## src/rtl/issue_unit_pkg.sv

```systemverilog
// -----------------------------------------------------------------------------
// issue_unit_pkg
// Shared configuration for the issue stage: ROB tag width, opcode-class width,
// opcode-class encodings, the operand-source selector used by the resolver and
// small helper functions.
// -----------------------------------------------------------------------------
package issue_unit_pkg;

  // Tag/opcode widths shared by the whole core.
  localparam int CFG_ROB_LOG = 4;
  localparam int CFG_OP_LOG  = 6;

  // Opcode classes carried in issue_op.
  typedef enum logic [CFG_OP_LOG-1:0] {
    OPC_NOP    = 6'd0,
    OPC_ALU    = 6'd1,
    OPC_ALUI   = 6'd2,
    OPC_LOAD   = 6'd3,
    OPC_STORE  = 6'd4,
    OPC_BRANCH = 6'd5,
    OPC_JAL    = 6'd6,
    OPC_JALR   = 6'd7,
    OPC_LUI    = 6'd8,
    OPC_AUIPC  = 6'd9
  } op_class_e;

  // Where a source operand's value comes from in the issue cycle.
  typedef enum logic [2:0] {
    SRC_NONE = 3'd0,  // unused source or x0: constant zero
    SRC_RF   = 3'd1,  // architectural value, register not renamed
    SRC_EXC  = 3'd2,  // ALU broadcast this cycle
    SRC_LSB  = 3'd3,  // LSB broadcast this cycle
    SRC_ROB  = 3'd4,  // already completed, value parked in the ROB
    SRC_WAIT = 3'd5   // still in flight: forward the tag
  } src_sel_e;

  localparam logic [4:0] REG_ZERO = 5'd0;

  // True for the hard-wired zero register.
  function automatic logic is_x0(input logic [4:0] idx);
    return (idx == REG_ZERO);
  endfunction

  // Saturating increment for 32-bit event counters.
  function automatic logic [31:0] sat_inc(input logic [31:0] cnt, input logic en);
    logic [31:0] res;
    if (en && (cnt != 32'hFFFF_FFFF)) begin
      res = cnt + 32'd1;
    end else begin
      res = cnt;
    end
    return res;
  endfunction

endpackage

```

## src/rtl/issue_unit_if.sv

```systemverilog
// -----------------------------------------------------------------------------
// issue_unit_if
// Registered issue bundle from the issue stage to the reservation station and
// the load/store buffer.
//   issue_valid / lsb_issue_valid : one-cycle write strobes (RS / LSB)
//   issue_op                      : opcode class
//   issue_Vj/Vk, issue_Rj/Rk      : operand values and ready flags
//   issue_Qj/Qk                   : ROB tags of operands still in flight
//   issue_Imm, issue_CurPC        : immediate and instruction PC
//   issue_DestRob                 : ROB entry allocated to the instruction
// Modports: master (issue unit drives), slave (RS/LSB side reads).
// -----------------------------------------------------------------------------
interface issue_unit_if
  import issue_unit_pkg::*;
#(
  parameter int ROB_LOG = CFG_ROB_LOG,
  parameter int OP_LOG  = CFG_OP_LOG
);

  logic               issue_valid;
  logic               lsb_issue_valid;
  logic [OP_LOG-1:0]  issue_op;
  logic [31:0]        issue_Vj;
  logic [31:0]        issue_Vk;
  logic               issue_Rj;
  logic               issue_Rk;
  logic [ROB_LOG-1:0] issue_Qj;
  logic [ROB_LOG-1:0] issue_Qk;
  logic [31:0]        issue_Imm;
  logic [31:0]        issue_CurPC;
  logic [ROB_LOG-1:0] issue_DestRob;

  modport master (
    output issue_valid, lsb_issue_valid, issue_op,
           issue_Vj, issue_Vk, issue_Rj, issue_Rk, issue_Qj, issue_Qk,
           issue_Imm, issue_CurPC, issue_DestRob
  );

  modport slave (
    input  issue_valid, lsb_issue_valid, issue_op,
           issue_Vj, issue_Vk, issue_Rj, issue_Rk, issue_Qj, issue_Qk,
           issue_Imm, issue_CurPC, issue_DestRob
  );

endinterface

```

## src/rtl/issue_unit_operand_resolve.sv

```systemverilog
// -----------------------------------------------------------------------------
// issue_operand_resolve
// Combinational value-or-tag resolution of one source operand at issue.
// Priority (first match wins): unused/x0, not renamed, ALU broadcast,
// LSB broadcast, ROB already holds the result, otherwise wait on the tag.
// Ports:
//   use_src, rs               : source used flag and register index
//   busy, tag, rf_val         : register-file rename lookup for rs
//   rob_ready, rob_val        : ROB lookup at tag
//   exc_valid/exc_rob_id/...  : ALU broadcast bus
//   lsb_valid/lsb_rob_id/...  : LSB broadcast bus
//   ready, value, qtag        : resolved operand (R, V, Q)
// -----------------------------------------------------------------------------
module issue_operand_resolve
  import issue_unit_pkg::*;
#(
  parameter int ROB_LOG = CFG_ROB_LOG
) (
  input  logic               use_src,
  input  logic [4:0]         rs,
  input  logic               busy,
  input  logic [ROB_LOG-1:0] tag,
  input  logic [31:0]        rf_val,
  input  logic               rob_ready,
  input  logic [31:0]        rob_val,
  input  logic               exc_valid,
  input  logic [ROB_LOG-1:0] exc_rob_id,
  input  logic [31:0]        exc_value,
  input  logic               lsb_valid,
  input  logic [ROB_LOG-1:0] lsb_rob_id,
  input  logic [31:0]        lsb_value,
  output logic               ready,
  output logic [31:0]        value,
  output logic [ROB_LOG-1:0] qtag
);

  src_sel_e sel_s;

  // Pick the operand source; broadcasts beat the ROB copy so a result
  // produced this very cycle is caught even before the ROB records it.
  always_comb begin
    sel_s = SRC_WAIT;
    if (!use_src || is_x0(rs)) begin
      sel_s = SRC_NONE;
    end else if (!busy) begin
      sel_s = SRC_RF;
    end else if (exc_valid && (exc_rob_id == tag)) begin
      sel_s = SRC_EXC;
    end else if (lsb_valid && (lsb_rob_id == tag)) begin
      sel_s = SRC_LSB;
    end else if (rob_ready) begin
      sel_s = SRC_ROB;
    end else begin
      sel_s = SRC_WAIT;
    end
  end

  // Turn the selected source into the R/V/Q triple.
  always_comb begin
    ready = 1'b1;
    value = 32'd0;
    qtag  = {ROB_LOG{1'b0}};
    case (sel_s)
      SRC_NONE: begin
        ready = 1'b1;
        value = 32'd0;
      end
      SRC_RF:  value = rf_val;
      SRC_EXC: value = exc_value;
      SRC_LSB: value = lsb_value;
      SRC_ROB: value = rob_val;
      SRC_WAIT: begin
        ready = 1'b0;
        qtag  = tag;
      end
      default: begin
        ready = 1'b0;
        value = 32'd0;
        qtag  = tag;
      end
    endcase
  end

endmodule

```

## src/rtl/issue_unit.sv

```systemverilog
// -----------------------------------------------------------------------------
// issue_unit
// In-order issue stage of the Tomasulo core. Takes the instruction-queue head,
// allocates a ROB entry, renames rd, resolves both sources to value-or-tag and
// drives the registered issue bundle to the RS or the LSB.
// Ports:
//   clk, rst (async, active-low), rdy (global stall when low)
//   iq_*          : instruction-queue head; iq_pop dequeues it (comb)
//   rf_*          : rename lookups for rs1/rs2
//   rob_*         : ROB lookups, allocation tail and full flag; rob_alloc (comb)
//   rename_*      : rename write of rd with the allocated tag (comb)
//   RS_next_full, LSB_next_full : target full flags
//   exc_*, LSB_*  : ALU / LSB result broadcast buses
//   jump_flag     : misprediction flush
//   iss           : registered issue bundle (issue_unit_if.master)
// Optional build macro ISSUE_STALL_CNT_EN adds saturating stall counters
// stall_rob_cnt / stall_rs_cnt / stall_lsb_cnt.
// -----------------------------------------------------------------------------
module issue_unit
  import issue_unit_pkg::*;
#(
  parameter int ROB_LOG = CFG_ROB_LOG,
  parameter int OP_LOG  = CFG_OP_LOG
) (
  input  logic               clk,
  input  logic               rst,
  input  logic               rdy,
  // instruction queue head
  input  logic               iq_valid,
  input  logic [OP_LOG-1:0]  iq_op,
  input  logic [4:0]         iq_rd,
  input  logic [4:0]         iq_rs1,
  input  logic [4:0]         iq_rs2,
  input  logic               iq_use_rs1,
  input  logic               iq_use_rs2,
  input  logic               iq_is_ls,
  input  logic [31:0]        iq_imm,
  input  logic [31:0]        iq_pc,
  output logic               iq_pop,
  // register file rename lookups
  input  logic               rf_busy1,
  input  logic               rf_busy2,
  input  logic [ROB_LOG-1:0] rf_tag1,
  input  logic [ROB_LOG-1:0] rf_tag2,
  input  logic [31:0]        rf_val1,
  input  logic [31:0]        rf_val2,
  // reorder buffer
  input  logic               rob_ready1,
  input  logic               rob_ready2,
  input  logic [31:0]        rob_val1,
  input  logic [31:0]        rob_val2,
  input  logic [ROB_LOG-1:0] rob_tail,
  input  logic               rob_next_full,
  output logic               rob_alloc,
  // rename write
  output logic               rename_valid,
  output logic [4:0]         rename_rd,
  output logic [ROB_LOG-1:0] rename_tag,
  // targets
  input  logic               RS_next_full,
  input  logic               LSB_next_full,
  // broadcast buses
  input  logic               exc_valid,
  input  logic [ROB_LOG-1:0] exc_RobId,
  input  logic [31:0]        exc_value,
  input  logic               LSB_valid,
  input  logic [ROB_LOG-1:0] LSB_RobId,
  input  logic [31:0]        LSB_value,
  input  logic               jump_flag,
  // registered issue bundle
  issue_unit_if.master       iss
`ifdef ISSUE_STALL_CNT_EN
  ,
  output logic [31:0]        stall_rob_cnt,
  output logic [31:0]        stall_rs_cnt,
  output logic [31:0]        stall_lsb_cnt
`endif
);

  logic               target_full_s;
  logic               fire_s;

  logic               rj_s;
  logic               rk_s;
  logic [31:0]        vj_s;
  logic [31:0]        vk_s;
  logic [ROB_LOG-1:0] qj_s;
  logic [ROB_LOG-1:0] qk_s;

  logic               valid_r;
  logic               lsb_valid_r;
  logic [OP_LOG-1:0]  op_r;
  logic [31:0]        vj_r;
  logic [31:0]        vk_r;
  logic               rj_r;
  logic               rk_r;
  logic [ROB_LOG-1:0] qj_r;
  logic [ROB_LOG-1:0] qk_r;
  logic [31:0]        imm_r;
  logic [31:0]        pc_r;
  logic [ROB_LOG-1:0] dest_r;

  // Select the full flag of the structure this instruction is headed for.
  always_comb begin
    target_full_s = 1'b0;
    if (iq_is_ls) begin
      target_full_s = LSB_next_full;
    end else begin
      target_full_s = RS_next_full;
    end
  end

  // Gating with rst keeps every handshake output low while in reset; the
  // flush wins over an otherwise valid fire.
  assign fire_s = rst & rdy & ~jump_flag & iq_valid & ~rob_next_full & ~target_full_s;

  assign iq_pop       = fire_s;
  assign rob_alloc    = fire_s;
  assign rename_valid = fire_s & ~is_x0(iq_rd);

  // Rename index/tag follow the queue head outside reset.
  always_comb begin
    rename_rd  = 5'd0;
    rename_tag = {ROB_LOG{1'b0}};
    if (rst) begin
      rename_rd  = iq_rd;
      rename_tag = rob_tail;
    end else begin
      rename_rd  = 5'd0;
      rename_tag = {ROB_LOG{1'b0}};
    end
  end

  issue_operand_resolve #(.ROB_LOG(ROB_LOG)) u_resolve_rs1 (
    .use_src    (iq_use_rs1),
    .rs         (iq_rs1),
    .busy       (rf_busy1),
    .tag        (rf_tag1),
    .rf_val     (rf_val1),
    .rob_ready  (rob_ready1),
    .rob_val    (rob_val1),
    .exc_valid  (exc_valid),
    .exc_rob_id (exc_RobId),
    .exc_value  (exc_value),
    .lsb_valid  (LSB_valid),
    .lsb_rob_id (LSB_RobId),
    .lsb_value  (LSB_value),
    .ready      (rj_s),
    .value      (vj_s),
    .qtag       (qj_s)
  );

  issue_operand_resolve #(.ROB_LOG(ROB_LOG)) u_resolve_rs2 (
    .use_src    (iq_use_rs2),
    .rs         (iq_rs2),
    .busy       (rf_busy2),
    .tag        (rf_tag2),
    .rf_val     (rf_val2),
    .rob_ready  (rob_ready2),
    .rob_val    (rob_val2),
    .exc_valid  (exc_valid),
    .exc_rob_id (exc_RobId),
    .exc_value  (exc_value),
    .lsb_valid  (LSB_valid),
    .lsb_rob_id (LSB_RobId),
    .lsb_value  (LSB_value),
    .ready      (rk_s),
    .value      (vk_s),
    .qtag       (qk_s)
  );

  // Issue bundle register: strobes pulse for one cycle per fire, payload
  // only loads on fire so it holds across stalls and flushes.
  always_ff @(posedge clk or negedge rst) begin
    if (!rst) begin
      valid_r     <= 1'b0;
      lsb_valid_r <= 1'b0;
      op_r        <= {OP_LOG{1'b0}};
      vj_r        <= 32'd0;
      vk_r        <= 32'd0;
      rj_r        <= 1'b0;
      rk_r        <= 1'b0;
      qj_r        <= {ROB_LOG{1'b0}};
      qk_r        <= {ROB_LOG{1'b0}};
      imm_r       <= 32'd0;
      pc_r        <= 32'd0;
      dest_r      <= {ROB_LOG{1'b0}};
    end else begin
      valid_r     <= fire_s & ~iq_is_ls;
      lsb_valid_r <= fire_s & iq_is_ls;
      if (fire_s) begin
        op_r   <= iq_op;
        vj_r   <= vj_s;
        vk_r   <= vk_s;
        rj_r   <= rj_s;
        rk_r   <= rk_s;
        qj_r   <= qj_s;
        qk_r   <= qk_s;
        imm_r  <= iq_imm;
        pc_r   <= iq_pc;
        dest_r <= rob_tail;
      end
    end
  end

  assign iss.issue_valid     = valid_r;
  assign iss.lsb_issue_valid = lsb_valid_r;
  assign iss.issue_op        = op_r;
  assign iss.issue_Vj        = vj_r;
  assign iss.issue_Vk        = vk_r;
  assign iss.issue_Rj        = rj_r;
  assign iss.issue_Rk        = rk_r;
  assign iss.issue_Qj        = qj_r;
  assign iss.issue_Qk        = qk_r;
  assign iss.issue_Imm       = imm_r;
  assign iss.issue_CurPC     = pc_r;
  assign iss.issue_DestRob   = dest_r;

`ifdef ISSUE_STALL_CNT_EN
  logic        stall_rob_s;
  logic        stall_rs_s;
  logic        stall_lsb_s;
  logic [31:0] stall_rob_r;
  logic [31:0] stall_rs_r;
  logic [31:0] stall_lsb_r;

  // Attribute a stalled valid head to one cause: ROB first, then target.
  always_comb begin
    stall_rob_s = 1'b0;
    stall_rs_s  = 1'b0;
    stall_lsb_s = 1'b0;
    if (rdy && !jump_flag && iq_valid) begin
      if (rob_next_full) begin
        stall_rob_s = 1'b1;
      end else if (target_full_s) begin
        if (iq_is_ls) begin
          stall_lsb_s = 1'b1;
        end else begin
          stall_rs_s = 1'b1;
        end
      end else begin
        stall_rob_s = 1'b0;
      end
    end else begin
      stall_rob_s = 1'b0;
    end
  end

  // Saturating stall counters.
  always_ff @(posedge clk or negedge rst) begin
    if (!rst) begin
      stall_rob_r <= 32'd0;
      stall_rs_r  <= 32'd0;
      stall_lsb_r <= 32'd0;
    end else begin
      stall_rob_r <= sat_inc(stall_rob_r, stall_rob_s);
      stall_rs_r  <= sat_inc(stall_rs_r, stall_rs_s);
      stall_lsb_r <= sat_inc(stall_lsb_r, stall_lsb_s);
    end
  end

  assign stall_rob_cnt = stall_rob_r;
  assign stall_rs_cnt  = stall_rs_r;
  assign stall_lsb_cnt = stall_lsb_r;
`endif

endmodule

```

## src/flat_wrapper.sv

```systemverilog
// flat-port wrapper written by rule: the top's interface ports become plain ports
module issue_unit_flat import issue_unit_pkg::*;
#(
  parameter int ROB_LOG = CFG_ROB_LOG,
  parameter int OP_LOG  = CFG_OP_LOG
)
  (clk, rst, rdy, iq_valid, iq_op, iq_rd, iq_rs1, iq_rs2, iq_use_rs1, iq_use_rs2, iq_is_ls, iq_imm, iq_pc, iq_pop, rf_busy1, rf_busy2, rf_tag1, rf_tag2, rf_val1, rf_val2, rob_ready1, rob_ready2, rob_val1, rob_val2, rob_tail, rob_next_full, rob_alloc, rename_valid, rename_rd, rename_tag, RS_next_full, LSB_next_full, exc_valid, exc_RobId, exc_value, LSB_valid, LSB_RobId, LSB_value, jump_flag, iss_issue_valid, iss_lsb_issue_valid, iss_issue_op, iss_issue_Vj, iss_issue_Vk, iss_issue_Rj, iss_issue_Rk, iss_issue_Qj, iss_issue_Qk, iss_issue_Imm, iss_issue_CurPC, iss_issue_DestRob);
  issue_unit_if #(.ROB_LOG(ROB_LOG), .OP_LOG(OP_LOG)) iss_i ();
  input  logic clk;
  input  logic rst;
  input  logic rdy;
  input  logic iq_valid;
  input  logic [OP_LOG-1:0] iq_op;
  input  logic [4:0] iq_rd;
  input  logic [4:0] iq_rs1;
  input  logic [4:0] iq_rs2;
  input  logic iq_use_rs1;
  input  logic iq_use_rs2;
  input  logic iq_is_ls;
  input  logic [31:0] iq_imm;
  input  logic [31:0] iq_pc;
  output logic iq_pop;
  input  logic rf_busy1;
  input  logic rf_busy2;
  input  logic [ROB_LOG-1:0] rf_tag1;
  input  logic [ROB_LOG-1:0] rf_tag2;
  input  logic [31:0] rf_val1;
  input  logic [31:0] rf_val2;
  input  logic rob_ready1;
  input  logic rob_ready2;
  input  logic [31:0] rob_val1;
  input  logic [31:0] rob_val2;
  input  logic [ROB_LOG-1:0] rob_tail;
  input  logic rob_next_full;
  output logic rob_alloc;
  output logic rename_valid;
  output logic [4:0] rename_rd;
  output logic [ROB_LOG-1:0] rename_tag;
  input  logic RS_next_full;
  input  logic LSB_next_full;
  input  logic exc_valid;
  input  logic [ROB_LOG-1:0] exc_RobId;
  input  logic [31:0] exc_value;
  input  logic LSB_valid;
  input  logic [ROB_LOG-1:0] LSB_RobId;
  input  logic [31:0] LSB_value;
  input  logic jump_flag;
  output wire logic [$bits(iss_i.issue_valid)-1:0] iss_issue_valid;
  output wire logic [$bits(iss_i.lsb_issue_valid)-1:0] iss_lsb_issue_valid;
  output wire logic [$bits(iss_i.issue_op)-1:0] iss_issue_op;
  output wire logic [$bits(iss_i.issue_Vj)-1:0] iss_issue_Vj;
  output wire logic [$bits(iss_i.issue_Vk)-1:0] iss_issue_Vk;
  output wire logic [$bits(iss_i.issue_Rj)-1:0] iss_issue_Rj;
  output wire logic [$bits(iss_i.issue_Rk)-1:0] iss_issue_Rk;
  output wire logic [$bits(iss_i.issue_Qj)-1:0] iss_issue_Qj;
  output wire logic [$bits(iss_i.issue_Qk)-1:0] iss_issue_Qk;
  output wire logic [$bits(iss_i.issue_Imm)-1:0] iss_issue_Imm;
  output wire logic [$bits(iss_i.issue_CurPC)-1:0] iss_issue_CurPC;
  output wire logic [$bits(iss_i.issue_DestRob)-1:0] iss_issue_DestRob;
  assign iss_issue_valid = iss_i.issue_valid;
  assign iss_lsb_issue_valid = iss_i.lsb_issue_valid;
  assign iss_issue_op = iss_i.issue_op;
  assign iss_issue_Vj = iss_i.issue_Vj;
  assign iss_issue_Vk = iss_i.issue_Vk;
  assign iss_issue_Rj = iss_i.issue_Rj;
  assign iss_issue_Rk = iss_i.issue_Rk;
  assign iss_issue_Qj = iss_i.issue_Qj;
  assign iss_issue_Qk = iss_i.issue_Qk;
  assign iss_issue_Imm = iss_i.issue_Imm;
  assign iss_issue_CurPC = iss_i.issue_CurPC;
  assign iss_issue_DestRob = iss_i.issue_DestRob;
  issue_unit #(.ROB_LOG(ROB_LOG), .OP_LOG(OP_LOG)) u_core (.clk(clk), .rst(rst), .rdy(rdy), .iq_valid(iq_valid), .iq_op(iq_op), .iq_rd(iq_rd), .iq_rs1(iq_rs1), .iq_rs2(iq_rs2), .iq_use_rs1(iq_use_rs1), .iq_use_rs2(iq_use_rs2), .iq_is_ls(iq_is_ls), .iq_imm(iq_imm), .iq_pc(iq_pc), .iq_pop(iq_pop), .rf_busy1(rf_busy1), .rf_busy2(rf_busy2), .rf_tag1(rf_tag1), .rf_tag2(rf_tag2), .rf_val1(rf_val1), .rf_val2(rf_val2), .rob_ready1(rob_ready1), .rob_ready2(rob_ready2), .rob_val1(rob_val1), .rob_val2(rob_val2), .rob_tail(rob_tail), .rob_next_full(rob_next_full), .rob_alloc(rob_alloc), .rename_valid(rename_valid), .rename_rd(rename_rd), .rename_tag(rename_tag), .RS_next_full(RS_next_full), .LSB_next_full(LSB_next_full), .exc_valid(exc_valid), .exc_RobId(exc_RobId), .exc_value(exc_value), .LSB_valid(LSB_valid), .LSB_RobId(LSB_RobId), .LSB_value(LSB_value), .jump_flag(jump_flag), .iss(iss_i));
endmodule
```

## config.mk

```make
export PLATFORM = sky130hd
export DESIGN_NAME = issue_unit_flat
export DESIGN_NICKNAME = d
export VERILOG_FILES = /design/src/rtl/issue_unit_pkg.sv /design/src/rtl/issue_unit_if.sv /design/src/rtl/issue_unit_operand_resolve.sv /design/src/rtl/issue_unit.sv /design/src/flat_wrapper.sv
export SDC_FILE = /design/constraint.sdc
export NUM_CORES = 1
export LEC_CHECK = 0
export ABC_AREA = 1
export BUFFER_PORTS_ARGS = -buffer_cell sky130_fd_sc_hd__buf_4
export CELL_PAD_IN_SITES_DETAIL_PLACEMENT = 0
export CELL_PAD_IN_SITES_GLOBAL_PLACEMENT = 1
export CORE_AREA = 5 5 182 184
export DETAILED_ROUTE_END_ITERATION = 10
export DIE_AREA = 0 0 187 189
export HOLD_SLACK_MARGIN = 0.06
export PLACE_DENSITY = 0.78
export SYNTH_ARGS = -nofsm -noshare
export SYNTH_HDL_FRONTEND = slang
export SYNTH_SLANG_ARGS = --single-unit
```

## constraint.sdc

```tcl
create_clock -name clk -period 2.72 [get_ports clk]
set_input_delay 0.136 -clock clk [delete_from_list [all_inputs] [get_ports clk]]
set_output_delay 0.136 -clock clk [all_outputs]
set_load 0.01 [all_outputs]
```

==> flow_summary.toml <==
[status]
status = "finished, final reports clean"

[cts]
cts_max_level = 4
clk_pin_slew_ns = 0.07
clock_tree.buffer_depth = 2
numCtsBuffers = 17
clkSinkCount = 150
root_buffer = "clkbuf_16"
cts_tree = "yes"
clk_latency_ns = 0.43

[timing]
fin_crit_sh_pct = 95.7
hold_violations = 0
relSlewSlack_pct = 52.0
setup_viol = 0
fin_tns_setup_ns = 0
worst_slack_ns = 0.118
holdWs_ns = 0.0828
max_freq_ghz = 0.384
worst_pin_slew_ns = 0.720
rsz0062_at_grt = "true"
skew_ns = 0
slew_violations = 0
min_period_ns = 2.60

[yosys]
ys_warn_count = 0
yosys.area.top_type_share_pct = 45.7
yosysTopAreaCell = "dfrtp_1"
syn_nets = 1497
synth_cells = 1183
syn_area_sq_um = 8210
ys_seq_area_share_pct = 45.7
syn_avg_cell_area_sq_um = 6.94
ys_seq_elements = 150
synthTopCellsByArea = "dfrtp_1, nand2_1, nand3_1"
synth_cell_types = 25

[power]
ir_drop_mv = 0.415
leakage_nw = 8.72
powerDensity_nw_per_um2 = 486

[setup_path]
r2r_slack_ns = 2.01
slowest_delay_ns = 0.55
path_cells = "dlygate4sd3_1 -> buf_4 -> inv_2 -> nor2_1 -> nor2_2 -> nand3_2 -> nand2_1 -> nor2_2 -> buf_8 -> nand3_1 -> nand2_1 -> dlygate4sd3_1 -> o21ai_1 -> dlygate4sd3_1 -> nand2_1"
worst_r2r_startpoint = "u_core.iss.issue_Vk[27]$_DFFE_PN0P_"
cp-end-kind = "flop"
crit_path_max_fanout = 3
start_kind = "input pin"
cp.arrival_ns = 2.93
cp-startpoint = "rf_tag1[3]"
reg2reg_depth = 2
required_ns = 3.05
r2r-end = "u_core.iss.issue_Vk[27]$_DFFE_PN0P_"
crit_end = "u_core.iss.issue_Vj[2]$_DFFE_PN0P_"
critPathSlowestCell = "dlygate4sd3_1"
critPathKind = "input pin to flop"

[routing]
drc = 0
totalWireLength_microns = 42000
ant_nets = 0
drt-vias-per-instance = 4.68
dr.pass1.iters = 6
wl_per_cell_microns = 18.2
num_vias = 10800
drt_iter0_drc = 523

[finish]
drive_above_1_share_pct = 29.4
final_nets = 2209
syn2layout_area_growth_pct = 88.7
final_cell_mix = "nand2_1, buf_4, dlygate4sd3_1, nand3_1, dfrtp_1"
num-fill-cells = 3002
final_common_cell = "nand2_1"

[floorplan]
core_sq_um = 31200
start_util_pct = 26.3
dieArea_sq_um = 35300
row_count = 65
num_io_pins = 476
die_w_microns = 187
die_y_microns = 189

[global_routing]
grt_pass1_wl_microns = 65000
antenna_found_initial = 1
grt_pass1_vias = 11400
grt_overflow = 0
grtUsageTotal_pct = 23.3
grt_max_degree = 151

[placed_design]
place.gp.congestion = 0.881
hpwl_microns = 29100
dp_slack_ns = 0.778
io_buffers = 475

[job]
cap_violations = 0

[hold_path]
hold_class = "input pin to flop"
-- power breakdown --
group	internal [mW]	switching, mW
clock	1.42	1.07
sequential	2.59	0.208
combinational	1.19	1.05
-- layout make-up --
| type | count | area, sq um | share of cell area (%) |
|---|---|---|---|
| antenna | 1 | 2.50 | 0.0162 |
| timing repair buffer | 770 | 6560 | 42.3 |
| multi-input combinational | 924 | 3960 | 25.5 |
| clock buffer | 20 | 457 | 2.95 |
| tap | 402 | 503 | 3.25 |
| inverter | 32 | 123 | 0.792 |
| sequential | 150 | 3750 | 24.2 |
| clock inverter | 12 | 141 | 0.913 |
-- cells by family after synthesis --
| logic type | synth area share, % |
|---|---|
| AO/OA/AOI/OAI | 5.41 |
| XOR/XNOR | 0.213 |
| buffers and inverters | 6.55 |
| AND/OR/NAND/NOR | 42.1 |
| flip-flops | 45.7 |
-- synth_stat cells (all sizes together) --
cell    number
a21boi       1
a21oi        7
a22o         1
buf         42
clkbuf      35
dfrtp      150
inv         32
nand2      608
nand3      201
nand3b       2
nor2        28
nor3         1
nor4         1
o21a         1
o21ai       71
xnor2        2
-- per-layer routing --
| layer | up-vias | track usage (%) | part of all wire (%) |
|---|---|---|---|
| li1 | 5192 | - | - |
| met1 | 5033 | 27.6 | 40 |
| met2 | 537 | 40.7 | 49 |
| met3 | 59 | 6.51 | 7.8 |
| met4 | 0 | 8.02 | 2.9 |
| met5 | - | 0 | 0 |
-- sequential cells by signal (all words and copies together) (netlist names) --
register                    flops
u_core.iss.issue_CurPC         32
u_core.iss.issue_Imm           32
u_core.iss.issue_Vj            32
u_core.iss.issue_Vk            32
u_core.iss.issue_op             6
u_core.iss.issue_DestRob        4
u_core.iss.issue_Qj             4
u_core.iss.issue_Qk             4
u_core.iss.issue_Rj             1
u_core.iss.issue_Rk             1
u_core.iss.issue_valid          1
u_core.iss.lsb_issue_valid      1
-- critical path, delay by kind of cell --
kind                   cells  cell delay, ns
and+or+nand+nor            8            0.69
AOI/OAI and AO/OA          1            0.12
buffers and inverters      6            1.97
-- how the worst min path moves through the flow --
stage	end	slack [ns]	depth (start not counted)	from
after global placement	u_core.iss.issue_Vj[5]$_DFFE_PN0P_	0.28	2	rst
after detailed placement	u_core.iss.issue_Vj[5]$_DFFE_PN0P_	0.29	2	rst
after global routing	u_core.iss.issue_Vj[3]$_DFFE_PN0P_	0.09	5	rob_val1[3]
after CTS	u_core.iss.issue_Vk[11]$_DFFE_PN0P_	0.06	5	LSB_value[11]
final	u_core.iss.issue_Vk[1]$_DFFE_PN0P_	0.08	5	rob_val2[1]
after floorplan	u_core.iss.issue_CurPC[0]$_DFFE_PN0P_	-0.16	0	rst
-- stage by stage --
| step | util, % | area [sq um] | power [mW] | std cells |
|---|---|---|---|---|
| after floorplan | - | 8210 | 3.49 | 1183 |
| after global placement | 38.9 | 12100 | 4.77 | 2003 |
| after detailed placement | 38.9 | 12100 | 4.79 | 2003 |
| after CTS | 49.3 | 15400 | 7.59 | 2300 |
| after global routing | 49.6 | 15500 | 7.94 | 2311 |
| final | 49.6 | 15500 | 7.53 | 2311 |
-- timing repair --
item | in CTS | in global routing
buffers inserted | 0 | 10
hold buffers | 265 | 0
hold endpoints to repair | 246 | 0
setup endpoints to repair | 0 | 7
resized for setup | 0 | 3
(Power assumes the default switching activity.)
